`src/rtl/mem_port_arbiter.sv`:
```
// Single-port SRAM arbiter between instruction fetch (IF) and data memory (DM): one access per cycle,
// one-cycle read latency, responses tagged back to their issuer. Define MEM_ARB_RR_EN for round-robin.
module mem_port_arbiter #(
    parameter int ADDR_W     = 14,
    parameter int STARVE_MAX = 4
) (
    input  logic              clk,
    input  logic              rst_n,
    input  logic              if_req,
    input  logic [31:0]       if_addr,
    input  logic              if_flush,
    output logic              if_gnt,
    output logic              if_rvalid,
    output logic [31:0]       if_rdata,
    input  logic              dm_req,
    input  logic              dm_we,
    input  logic [3:0]        dm_wstrb,
    input  logic [31:0]       dm_addr,
    input  logic [31:0]       dm_wdata,
    output logic              dm_gnt,
    output logic              dm_rvalid,
    output logic [31:0]       dm_rdata,
    output logic              sram_en,
    output logic [3:0]        sram_we,
    output logic [ADDR_W-1:0] sram_addr,
    output logic [31:0]       sram_wdata,
    input  logic [31:0]       sram_rdata
);
    // Handshake: a requester raises req with its payload and holds both stable until gnt is seen in the
    // same cycle; the SRAM access happens in that cycle and a read returns rvalid exactly one cycle later.
    // rvalid has no ready: the requester must take the data in that cycle.

    typedef enum logic [1:0] {
        OWN_NONE = 2'd0,
        OWN_IF   = 2'd1,
        OWN_DM   = 2'd2
    } owner_t;

    owner_t rsp_owner;
    owner_t rsp_owner_nxt;
    logic   if_wins;

`ifdef MEM_ARB_RR_EN
    logic last_gnt_dm;
    logic last_gnt_dm_nxt;

    // After a DM grant, IF takes the next contested cycle, and vice versa.
    assign if_wins = last_gnt_dm;

    always_comb begin
        last_gnt_dm_nxt = last_gnt_dm;
        if (dm_gnt) begin
            last_gnt_dm_nxt = 1'b1;
        end else if (if_gnt) begin
            last_gnt_dm_nxt = 1'b0;
        end
    end

    always_ff @(posedge clk) begin
        if (!rst_n) begin
            last_gnt_dm <= 1'b0;
        end else begin
            last_gnt_dm <= last_gnt_dm_nxt;
        end
    end
`else
    localparam logic [3:0] STARVE_LIM = 4'(STARVE_MAX);

    logic [3:0] starve_cnt;
    logic [3:0] starve_cnt_nxt;

    assign if_wins = (starve_cnt == STARVE_LIM);

    always_comb begin
        starve_cnt_nxt = 4'd0;
        if (if_req && !if_gnt) begin
            starve_cnt_nxt = (starve_cnt == STARVE_LIM) ? starve_cnt : starve_cnt + 4'd1;
        end
    end

    always_ff @(posedge clk) begin
        if (!rst_n) begin
            starve_cnt <= 4'd0;
        end else begin
            starve_cnt <= starve_cnt_nxt;
        end
    end
`endif

    always_comb begin
        if_gnt = 1'b0;
        dm_gnt = 1'b0;
        if (rst_n) begin
            if (if_req && dm_req) begin
                if_gnt = if_wins;
                dm_gnt = !if_wins;
            end else begin
                if_gnt = if_req;
                dm_gnt = dm_req;
            end
        end
    end

    // The SRAM port is zeroed whenever nobody holds it, so idle cycles show no stale payload.
    always_comb begin
        sram_en    = if_gnt | dm_gnt;
        sram_we    = 4'b0000;
        sram_addr  = '0;
        sram_wdata = 32'd0;
        if (if_gnt) begin
            sram_addr = if_addr[ADDR_W+1:2];
        end else if (dm_gnt) begin
            sram_addr  = dm_addr[ADDR_W+1:2];
            sram_wdata = dm_wdata;
            if (dm_we) begin
                sram_we = dm_wstrb;
            end
        end
    end

    always_comb begin
        rsp_owner_nxt = OWN_NONE;
        if (if_gnt) begin
            rsp_owner_nxt = OWN_IF;
        end else if (dm_gnt && !dm_we) begin
            rsp_owner_nxt = OWN_DM;
        end
    end

    always_ff @(posedge clk) begin
        if (!rst_n) begin
            rsp_owner <= OWN_NONE;
        end else begin
            rsp_owner <= rsp_owner_nxt;
        end
    end

    // A flush only kills the fetch response due now; a fetch granted this cycle is unaffected.
    assign if_rvalid = (rsp_owner == OWN_IF) && !if_flush;
    assign dm_rvalid = (rsp_owner == OWN_DM);
    assign if_rdata  = if_rvalid ? sram_rdata : 32'd0;
    assign dm_rdata  = dm_rvalid ? sram_rdata : 32'd0;

    logic unused_addr_bits;
    assign unused_addr_bits = ^{if_addr[31:ADDR_W+2], if_addr[1:0], dm_addr[31:ADDR_W+2], dm_addr[1:0]};

    always_ff @(posedge clk) begin
        if (rst_n) begin
            assert (!(if_gnt && dm_gnt));
        end
    end

endmodule

```
`config.mk`:
```
export PLATFORM = sky130hd
export DESIGN_NAME = mem_port_arbiter
export DESIGN_NICKNAME = d
export VERILOG_FILES = /design/src/rtl/mem_port_arbiter.sv
export SDC_FILE = /design/constraint.sdc
export NUM_CORES = 1
export LEC_CHECK = 0
export BUFFER_PORTS_ARGS = -buffer_cell sky130_fd_sc_hd__buf_2
export CAP_MARGIN = 10
export CELL_PAD_IN_SITES_DETAIL_PLACEMENT = 0
export CELL_PAD_IN_SITES_GLOBAL_PLACEMENT = 2
export CORE_MARGIN = 2
export CORE_UTILIZATION = 10
export DETAILED_ROUTE_END_ITERATION = 8
export PLACE_DENSITY_LB_ADDON = 0.3
export RECOVER_POWER = 50
export SYNTH_ARGS = -nofsm -noshare
export SYNTH_HDL_FRONTEND = slang
export SYNTH_SLANG_ARGS = --single-unit
```
`constraint.sdc`:
```
create_clock -name clk -period 3.13 [get_ports clk]
set_input_delay 0.7825 -clock clk [delete_from_list [all_inputs] [get_ports clk]]
set_output_delay 0.7825 -clock clk [all_outputs]
set_load 0.005 [all_outputs]
```
**After elaboration in Yosys (flattened, before gate mapping)**

Index checks and enable logic that the tools add are counted.
Widths: inputs -> output; s select.

- Input port bits: 138
- Flip-flop bits (word level): 6
- Word-level logic and storage cells: 34
- Output and inout bits: 119

- Equality and inequality tests: 3
- $add $sub $neg: 1
- Multiplexer cells: 15
- Bitwise gates (word level): 2
- Reductions and logical operators: 10

Operators by type and width:

| kind | number |
|---|---|
| $mux 32 | 4 |
| $mux 14 | 2 |
| $mux 4 | 3 |
| $mux 1 | 5 |
| $add 4x1->4 const B | 1 |
| $eq 4x3->1 const B | 1 |
| $logic_and 1x1->1 | 4 |
| $logic_not 1->1 | 4 |
| $eq 2x1->1 const B | 1 |
| $eq 2x2->1 const B | 1 |
| $mux 2 | 1 |
| $reduce_and 2->1 | 1 |
| $reduce_or 2->1 | 1 |
| $not 1->1 | 1 |
| $or 1x1->1 | 1 |

**Logic depth before layout (Yosys ltp)**

Gate-level depths: netlist of run 1.

- Depth after elaboration: 7
- Mapped depth: 6
- Depth with buffers taken out: 5

**Worst setup path before layout of run 1**

OpenSTA, ideal clock, no wires.

- Kind: input port to output port
- Start point: input port if_flush
- End point: output port if_rdata[22]
- Arrival: 1431 ps
- Data required time: 2348 ps
- Setup slack: 916 ps
- Stages on the path: 3
- Path buffers: 1
- Cell sequence: nor3b_2 > clkbuf_1 > and2_1

- Longest elaborated chain between the ends: 3

Ends and longest elaborated chain:

| element | RTL line | text |
|---|---|---|
| start, declared | 11 | `input logic if_flush,` |
| $logic_not 1->1 | 139 | `assign if_rvalid = (rsp_owner == OWN_IF) && !if_flush;` |
| $logic_and 1x1->1 | 139 |  |
| via if_rvalid | 13 | `output logic if_rvalid,` |
| $mux 32 | 141 | `assign if_rdata = if_rvalid ? sram_rdata : 32'd0;` |
| end, declared | 14 | `output logic [31:0] if_rdata,` |

The timed path passes the listed nets, and every way through them passes these cells.

**Worst setup path after layout of run 1**

- Start point: register starve_cnt[0]
- End point: output port sram_addr[6]

- Longest elaborated chain between the ends: 6
- Elaborated cells between the ends (all ways): 8
- Classes of those cells: 1 x eq/ne; 6 x mux; 1 x reduce/logical

Ends and longest elaborated chain:

| element | RTL line | text |
|---|---|---|
| start, declared | 69 | `logic [3:0] starve_cnt;` |
| start signal, assigned | 85 | `starve_cnt <= starve_cnt_nxt;` |
| $eq 4x3->1 * | 72 | `assign if_wins = (starve_cnt == STARVE_LIM);` |
| $logic_not 1->1 | 96 | `dm_gnt = !if_wins;` |
| $mux 1 | 94 | `if (if_req && dm_req) begin` |
| $mux 1 | 93 | `if (rst_n) begin` |
| $mux 14 | 112 | `end else if (dm_gnt) begin` |
| $mux 14 * | 110 | `if (if_gnt) begin` |
| end, declared | 25 | `output logic [ADDR_W-1:0] sram_addr,` |

Every way passes the cells marked *; elsewhere a longest branch is shown, timed or not.

==> reports/results.ini, run 1 <==
[power_and_ir_drop]
power_density_nw_per_um2 = 194
p_leak_uw = 0.00145
internal_power_uw = 344
vdd_drop_max_v = 0.000118
swShare = 0.253
clockPowerShare = 0.447
p_seq_frac = 0.173
power_frac_comb = 0.379
p_switching_uw = 117

[setup_path]
endpoint_kind = output port
arrival_ps = 1900
worstSetupPathType = reg -> out
rr_worst_depth = 5
required_ps = 2350
crit_fanout = 52
cp-start-kind = flop

[place]
hpwl_microns = 4500
dp.cells = 505
place.gp.congestion = 0.764
portBuffers = 220
post-place-ws_ps = 520

[global_routing]
grt_max_degree = 53
gr-usage-all-layers = 0.0785
grt_pass1_vias = 1696
antenna_found_initial = 0
grt_overflow_total = 0
grt_pass1_wl_microns = 8020

[layout]
stdcell_count = 508
drive_gt1_frac = 0.565
layout_common_cells = buf_2, and2_1, clkbuf_1
insertedDiodeCount = 0
n_fill_cell = 1241
area_delta_synth_final_pct = 109
final_common_cell = buf_2
layout.nets = 510

[synthesis]
synth-main-ff-cell = dfxtp_1
syn_inst = 155
ys_ff_latch = 6
synthAdderAreaFrac = 0.0221
syn_nets = 295
synth_xor_area_frac = 0.0155
avgSynthCellArea_sq_um = 7.31
yosysSeqAreaShare = 0.106
synth_compound_area_frac = 0.149
synthArstFlopShare = 0
yosys_warnings = 0
ys_types = 22
netlist_area_sq_um = 1130
muxShareOfSynthArea = 0
synth-edff-count = 0
synth_top_family_by_area = simple AND/OR/NAND/NOR gates
synth-simple-area-share = 0.618

[min_path]
hold_depth = 1
min_path_type = reg -> reg

[flow_run]
drv_cap = 0

[route]
drt-initial-drc-count = 50
num_vias = 1809
avgRoutedWirePerCell_microns = 10.3
post-route-drc-count = 0
wl_microns = 5240
first_pass_iters = 4
via_per_inst = 3.56
final_antenna_net_count = 0

[floorplan]
design.core.area_sq_um = 10900
initial_core_util = 0.104
rows = 38
die_x_microns = 110
die_h_microns = 110
dieArea_sq_um = 12200
io-pin-count = 257

[sta]
finalClockSkew_ps = 1.44
setup_violations = 0
fin_setup_tns_ps = 0
timing.fmax_mhz = 373
finalCritPeriodShare = 0.857
final-max-slew-violation-count = 0
min_period_ps = 2680
worst-slew-pin-transition_ps = 1120
setup_slack_ps = 448
max-slew-margin-rel = 0.251
hold_viol_final = 0
rsz0062_at_grt = no

[outcome]
status = finished, final reports clean

[cts]
cts_hold_buffers = 0
cts_tree = done
cts_resized = 0
clk_latency_ps = 230
htree_levels = 1
cts_inserted_buffers = 3
cts_root_buf = clkbuf_16
clock-sinks = 6
clock_path_buffers = 2
clkTransAtPathRegs_ps = 30
post_cts.repair.setup_buffers = 0

[worst max-delay path, stage by stage (launching register included)]
cell and delay, ps:
dfxtp_1 360, inv_1 60, ha_1 190, nand3b_1 210
o211a_4 480, a22o_1 230, buf_2 120
[power by group through the flow]
stage | logic, uW | registers (uW) | clock network [uW]
final | 175 | 79.8 | 206
after global routing | 197 | 80.3 | 212
after CTS | 182 | 80.0 | 211
after detailed placement | 182 | 81.0 | 0
after global placement | 182 | 81.0 | 0
after floorplan | 69.4 | 80.7 | 0
[final cells by class]
type,instances,area (sq um),share of cell area
Clock buffer,3,75.1,0.0317
Inverter,4,15.0,0.00634
Multi-Input combinational cell,133,897,0.379
Sequential cell,6,120,0.0507
Tap cell,140,175,0.0740
Timing Repair Buffer,222,1090,0.459
[path summary, 6_finish.rpt]
path	startpoint	end	slack, ps
max	starve_cnt[0]$_SDFFE_PN0P_	sram_addr[6]	450
max reg2reg	starve_cnt[0]$_SDFFE_PN0P_	rsp_owner[1]$_SDFF_PP0_	1580
min reg2reg	starve_cnt[0]$_SDFFE_PN0P_	starve_cnt[0]$_SDFFE_PN0P_	460
min	starve_cnt[0]$_SDFFE_PN0P_	starve_cnt[0]$_SDFFE_PN0P_	460
[kinds of logic after synthesis]
group | count (synthesis)
XOR/XNOR | 2
AND/OR/NAND/NOR | 111
buffers and inverters | 16
flip-flops | 6
AO/OA/AOI/OAI | 18
adder cells (fa/ha/maj) | 2
[per-layer routing]
metal,wire [microns],global-route usage,vias up
met5,0,0,-
met4,59,0.0208,0
met1,1820,0.0757,732
met3,639,0.0203,6
met2,2720,0.161,150
li1,-,-,921
[sequential cells by signal, summed over array words and instances (netlist names)]
signal	count
starve_cnt	4
rsp_owner	2
[cell usage after synthesis, types with 2 or more instances]
cell,n,share of area
a22o_1,14,0.11
and2_1,96,0.53
and3_1,4,0.022
buf_6,5,0.050
clkbuf_1,6,0.020
dfxtp_1,6,0.11
ha_1,2,0.022
inv_1,4,0.013
nor2_1,4,0.013
nor2b_1,2,0.011
[through the flow]
step           utilization  area (sq um)  total power (uW)  hold WS (ps)
2_1_floorplan            -          1130               150           430
3_3_place_gp         0.214          2340               263           450
3_5_place_dp         0.214          2340               263           458
4_1_cts              0.221          2420               473           466
5_1_grt              0.217          2370               489           510
6_report             0.217          2370               460           458
Power figures use the tool's default switching activity.
==> run 2: changes to the inputs <==
--- a/config.mk
+++ b/config.mk
@@ -5,13 +5,13 @@
 export SDC_FILE = /design/constraint.sdc
 export NUM_CORES = 1
 export LEC_CHECK = 0
-export BUFFER_PORTS_ARGS = -buffer_cell sky130_fd_sc_hd__buf_2
 export CAP_MARGIN = 10
 export CELL_PAD_IN_SITES_DETAIL_PLACEMENT = 0
 export CELL_PAD_IN_SITES_GLOBAL_PLACEMENT = 2
-export CORE_MARGIN = 2
-export CORE_UTILIZATION = 10
+export CORE_AREA = 2 2 99 101
 export DETAILED_ROUTE_END_ITERATION = 8
+export DIE_AREA = 0 0 101 103
+export DONT_BUFFER_PORTS = 1
 export PLACE_DENSITY_LB_ADDON = 0.3
 export RECOVER_POWER = 50
 export SYNTH_ARGS = -nofsm -noshare
==> run 2 against run 1 <==
- critical path depth is 3 lower
- worst setup slack improved by 85 ps
- final cell count decreased by 48%
- sequential power is essentially flat
- hold slack gained 6.7 ps
- register-to-register slack lost 100 ps
- critical path type unchanged
- largest cell class is now multi-input combinational cells
- largest power group unchanged
==> reports/results.ini, run 2 (synthesis results as in run 1) <==
[cts]
clock-sinks = 6  ; unchanged
cts_resized = 0  ; unchanged
clk_latency_ps = 220  ; about the same
htree_levels = 1  ; unchanged
post_cts.repair.setup_buffers = 0  ; unchanged
cts_inserted_buffers = 3  ; unchanged
cts_hold_buffers = 0  ; unchanged
cts_tree = done
clock_path_buffers = 2  ; unchanged
cts_root_buf = clkbuf_8
clkTransAtPathRegs_ps = 40  ; about the same

[floorplan]
die_x_microns = 101  ; -8.6%
io-pin-count = 257  ; unchanged
initial_core_util = 0.120  ; +0.0162
rows = 36  ; -5.3%
die_h_microns = 103  ; -6.8%
design.core.area_sq_um = 9460  ; -14%
dieArea_sq_um = 10400  ; -15%

[setup_path]
required_ps = 2350  ; about the same
cpMaxStageDelayCell = clkbuf_1
path_cells = nor2b_1, clkbuf_1, and2_0
crit_fanout = 33  ; -37%
endpoint_kind = output port
cp-start-kind = flop
crit_buf_inv = 1  ; -1
arrival_ps = 1810  ; -90 ps
critPathMaxStageDelay_ps = 820  ; +340 ps
crit_family = buffers and inverters
worstSetupPathType = reg -> out

[sta]
finalClockSkew_ps = 0.102  ; -1.34 ps
timing.fmax_mhz = 385  ; +3.3%
worst-slew-pin-transition_ps = 1110  ; -12.4 ps
rsz0062_at_grt = no
max-slew-margin-rel = 0.259  ; +0.00828
fin_setup_tns_ps = 0  ; unchanged
hold_viol_final = 0  ; unchanged
min_period_ps = 2600  ; -85.1 ps
finalCritPeriodShare = 0.830  ; -0.0272
final-max-slew-violation-count = 0  ; unchanged
setup_violations = 0  ; unchanged

[layout]
n_fill_cell = 1054  ; -15%
final_common_cell = and2_0
largest_registers = starve_cnt: 4 flops, rsp_owner: 2 flops
area_delta_synth_final_pct = 8.50
insertedDiodeCount = 0  ; unchanged
largest_register = starve_cnt
largest_reg_flops = 4  ; unchanged
layout_common_cells = and2_0, and2_1, a22o_1
drive_gt1_frac = 0.0473  ; -0.518
layout.nets = 290  ; -43%

[power_and_ir_drop]
p_leak_uw = 0.000441  ; -70%
vdd_drop_max_v = 0.0000584  ; -51%
total_power_uw = 264  ; -43%
power_density_nw_per_um2 = 214  ; +10%

[place]
portBuffers = 0  ; -100%
hpwl_microns = 3150  ; -30%
place.gp.congestion = 0.729  ; -4.6%

[global_routing]
grt_max_degree = 53  ; unchanged
antenna_found_initial = 0  ; unchanged
gr-usage-all-layers = 0.0536  ; -0.0249
grt_overflow_total = 0  ; unchanged
grt_pass1_vias = 853  ; -50%
grt_pass1_wl_microns = 4060  ; -49%

[route]
final_antenna_net_count = 0  ; unchanged
first_pass_iters = 4  ; unchanged
drt-initial-drc-count = 10  ; -80%
wl_microns = 3670  ; -30%
num_vias = 1095  ; -39%
post-route-drc-count = 0  ; unchanged
avgRoutedWirePerCell_microns = 14.0  ; +36%
via_per_inst = 4.18  ; +17%

[outcome]
status = finished, final reports clean

[min_path]
min_path_type = reg -> reg

[flow_run]
drv_cap = 0  ; unchanged

run 2: cell count changes in the layout (fill, tap and decap cells not counted), sizes merged:
| cell | delta |
|---|---|
| clkbuf | -20 |
| buf | -200 |
run 2: layout make-up:
type                            count  area [sq um]  share of cell area
Sequential cell                     6           120              0.0977
Timing Repair Buffer                2          11.3             0.00916
Tap cell                          114           143               0.116
Multi-Input combinational cell    133           900               0.731
Clock buffer                        3          41.3              0.0336
Inverter                            4          15.0              0.0122
run 2: worst paths after layout:
path                                                  from                         end  slack [ps]  cells past startpoint
worst min register to register  starve_cnt[0]$_SDFFE_PN0P_  starve_cnt[0]$_SDFFE_PN0P_         460                      1
worst min-delay path            starve_cnt[0]$_SDFFE_PN0P_  starve_cnt[0]$_SDFFE_PN0P_         460                      1
worst max register to register  starve_cnt[0]$_SDFFE_PN0P_     rsp_owner[1]$_SDFF_PP0_        1480                      5
worst max-delay path               rsp_owner[1]$_SDFF_PP0_                dm_rdata[31]         530                      3
run 2: metal layers:
metal / global-route usage / routed length [microns] / vias to the layer above
li1: - / - / 478
met1: 0.0444 / 1140 / 471
met2: 0.118 / 2080 / 142
met3: 0.0115 / 413 / 4
met4: 0.0218 / 35 / 0
met5: 0 / 0 / -
run 2: through the flow:
step / cells / utilization / worst slack, ps / area [sq um] / hold WS [ps]
after floorplan: 155 / - / 916 / 1130 / 430
after global placement: 259 / 0.127 / 779 / 1200 / 455
after detailed placement: 259 / 0.127 / 762 / 1200 / 462
after CTS: 262 / 0.132 / 625 / 1250 / 471
after global routing: 262 / 0.130 / 272 / 1230 / 491
final: 262 / 0.130 / 533 / 1230 / 465
run 2: power breakdown:
part           internal, uW  total [uW]  switching, uW  leakage [uW]
logic                  29.0        69.9           40.9      0.000371
clock network          82.5         114           31.6     0.0000216
registers              78.7        79.8           1.11     0.0000488
total                   190         264           73.6      0.000441
==> run 3: changes to the inputs <==
==> constraint.sdc (replaced) <==
create_clock -name clk -period 2.29 [get_ports clk]
set_input_delay 0.5725 -clock clk [delete_from_list [all_inputs] [get_ports clk]]
set_output_delay 0.5725 -clock clk [all_outputs]
set_load 0.005 [all_outputs]
==> run 3 against run 2 <==
- power rose by 41%
- clock skew is 1.6 ps higher
- via count grew 2.6%
- largest cell class unchanged
==> reports/results.ini, run 3 (synthesis results as in run 1) <==
[global_routing]
antenna_found_initial = 1  ; +1
grt_pass1_vias = 839  ; -1.6%
gr-usage-all-layers = 0.0591  ; +0.00552
grt_overflow_total = 0  ; unchanged
grt_pass1_wl_microns = 4370  ; +7.6%
grt_max_degree = 34  ; -36%

[sta]
final-max-slew-violation-count = 0  ; unchanged
whs_ps = 445  ; -20.0 ps
worst-slew-pin-transition_ps = 514  ; -597 ps
rsz0062_at_grt = no
fin_setup_tns_ps = 0  ; unchanged
setup_violations = 0  ; unchanged
min_period_ps = 2180
setup_slack_ps = 114  ; -419 ps
timing.fmax_mhz = 459
finalClockSkew_ps = 1.68  ; +1.57 ps
max-slew-margin-rel = 0.658  ; +0.398
finalCritPeriodShare = 0.950
hold_viol_final = 0  ; unchanged

[cts]
clock-sinks = 6  ; unchanged
cts_root_buf = clkbuf_8
cts_hold_buffers = 0  ; unchanged
clock_path_buffers = 2  ; unchanged
clkTransAtPathRegs_ps = 40  ; about the same
htree_levels = 1  ; unchanged
cts_tree = done
clk_latency_ps = 220  ; about the same
cts_inserted_buffers = 3  ; unchanged

[place]
post-place-ws_ps = 225  ; -537 ps
place.gp.congestion = 0.732  ; +0.33%
dpl_cell_area_sq_um = 1210  ; +0.62%
portBuffers = 0  ; unchanged

[power_and_ir_drop]
clockPowerShare = 0.424  ; -0.009
power_frac_comb = 0.283  ; +0.018
p_switching_uw = 107  ; +45%
swShare = 0.288  ; +0.00840
vdd_drop_max_v = 0.000108  ; +85%
internal_power_uw = 265  ; +40%
p_leak_uw = 0.000467  ; +5.9%
p_seq_frac = 0.293  ; -0.009
power_density_nw_per_um2 = 289  ; +35%

[layout]
fin_util = 0.136  ; +0.00622
final_area_sq_um = 1290  ; +4.8%
largest_registers = starve_cnt: 4 flops, rsp_owner: 2 flops
drive_gt1_frac = 0.0795  ; +0.0322
area_delta_synth_final_pct = 13.7
largest_register = starve_cnt
layout.nets = 293  ; +1.0%
largest_reg_flops = 4  ; unchanged
n_fill_cell = 1080  ; +2.5%
layout_common_cells = and2_0, and2_1, a22o_1
final_common_cell = and2_0

[route]
drt-initial-drc-count = 9  ; -1
num_vias = 1123  ; +2.6%
avgRoutedWirePerCell_microns = 15.2  ; +8.6%
post-route-drc-count = 0  ; unchanged
first_pass_iters = 4  ; unchanged
final_antenna_net_count = 0  ; unchanged
wl_microns = 4050  ; +10%
via_per_inst = 4.22  ; +1.0%

[setup_path]
path_cells = inv_1, ha_1, nand3b_4, o211a_4, a22o_1
critPathMaxStageDelay_ps = 370  ; -450 ps
required_ps = 1720  ; -630 ps
crit_buf_inv = 1  ; unchanged
worstSetupPathType = reg -> out
reg2reg_slack_ps = 820  ; -660 ps
endpoint_kind = output port
cp-start-kind = flop
crit_family = compound AO/OA/AOI/OAI gates
crit_fanout = 27  ; -18%
arrival_ps = 1600  ; -210 ps
cpMaxStageDelayCell = dfxtp_1

[floorplan]
design.core.area_sq_um = 9460  ; unchanged
dieArea_sq_um = 10400  ; unchanged
die_x_microns = 101  ; unchanged
initial_core_util = 0.120  ; unchanged
die_h_microns = 103  ; unchanged
rows = 36  ; unchanged
io-pin-count = 257  ; unchanged

[flow_run]
drv_cap = 0  ; unchanged

[outcome]
status = finished, final reports clean

[min_path]
min_path_type = in -> reg

## run 3: cell count changes in the layout (fill, tap and decap cells not counted), sizes merged
cell	before	now
buf	1	2
diode	0	1
clkbuf	4	5
o211a	1	2
## run 3: per-layer routing
metal | routed length [microns] | GRT usage | vias up | part of all wire
met5 | 0 | 0 | - | 0
met4 | 105 | 0.0312 | 0 | 0.026
met3 | 407 | 0.00881 | 7 | 0.10
met2 | 2160 | 0.125 | 145 | 0.53
met1 | 1380 | 0.0533 | 482 | 0.34
li1 | - | - | 489 | -
## run 3: layout make-up
class	count	area, sq um	area share
well taps	114	143	0.111
inverters	4	15.0	0.0117
diodes	1	2.50	0.00194
clock buffers	3	41.3	0.0320
repair buffers	4	37.5	0.0291
flip-flops and latches	6	120	0.0932
multi-input cells	134	930	0.721
## run 3: worst register-to-register path, delay by kind of cell (launching register included)
kind	cells	cell delay, ps
and+or+nand+nor	2	400
AOI/OAI and AO/OA	1	340
adders and majority gates	1	220
buffers and inverters	1	60
DFF	1	370
## run 3: power groups by stage
stage               logic (uW)  clock network [uW]  registers [uW]
finish                     106                 158             109
CTS                        107                 163             109
global placement           103                   0             111
floorplan                 94.9                   0             110
detailed placement         101                   0             111
global route               119                 173             109
## run 3: per-stage QoR
| step | power [uW] | std cells |
|---|---|---|
| finish | 372 | 266 |
| global placement | 213 | 260 |
| CTS | 378 | 264 |
| global route | 401 | 266 |
| detailed placement | 212 | 260 |
| floorplan | 205 | 155 |
## run 3: repair_timing
action / CTS / global route
setup buffers: 0 / 1
endpoints found under the hold margin: 0 / 0
cloned: 1 / 0
gates resized for setup: 1 / 0
setup endpoints to repair: 3 / 15
pin swaps: 1 / 1
## run 3: worst paths after layout
kind	start	endpoint	cells after the start
setup / recovery	starve_cnt[0]$_SDFFE_PN0P_	sram_addr[9]	5
hold / removal	dm_req	rsp_owner[0]$_SDFF_PN0_	1
setup reg to reg	starve_cnt[0]$_SDFFE_PN0P_	rsp_owner[1]$_SDFF_PP0_	5
hold reg to reg	starve_cnt[0]$_SDFFE_PN0P_	starve_cnt[0]$_SDFFE_PN0P_	1
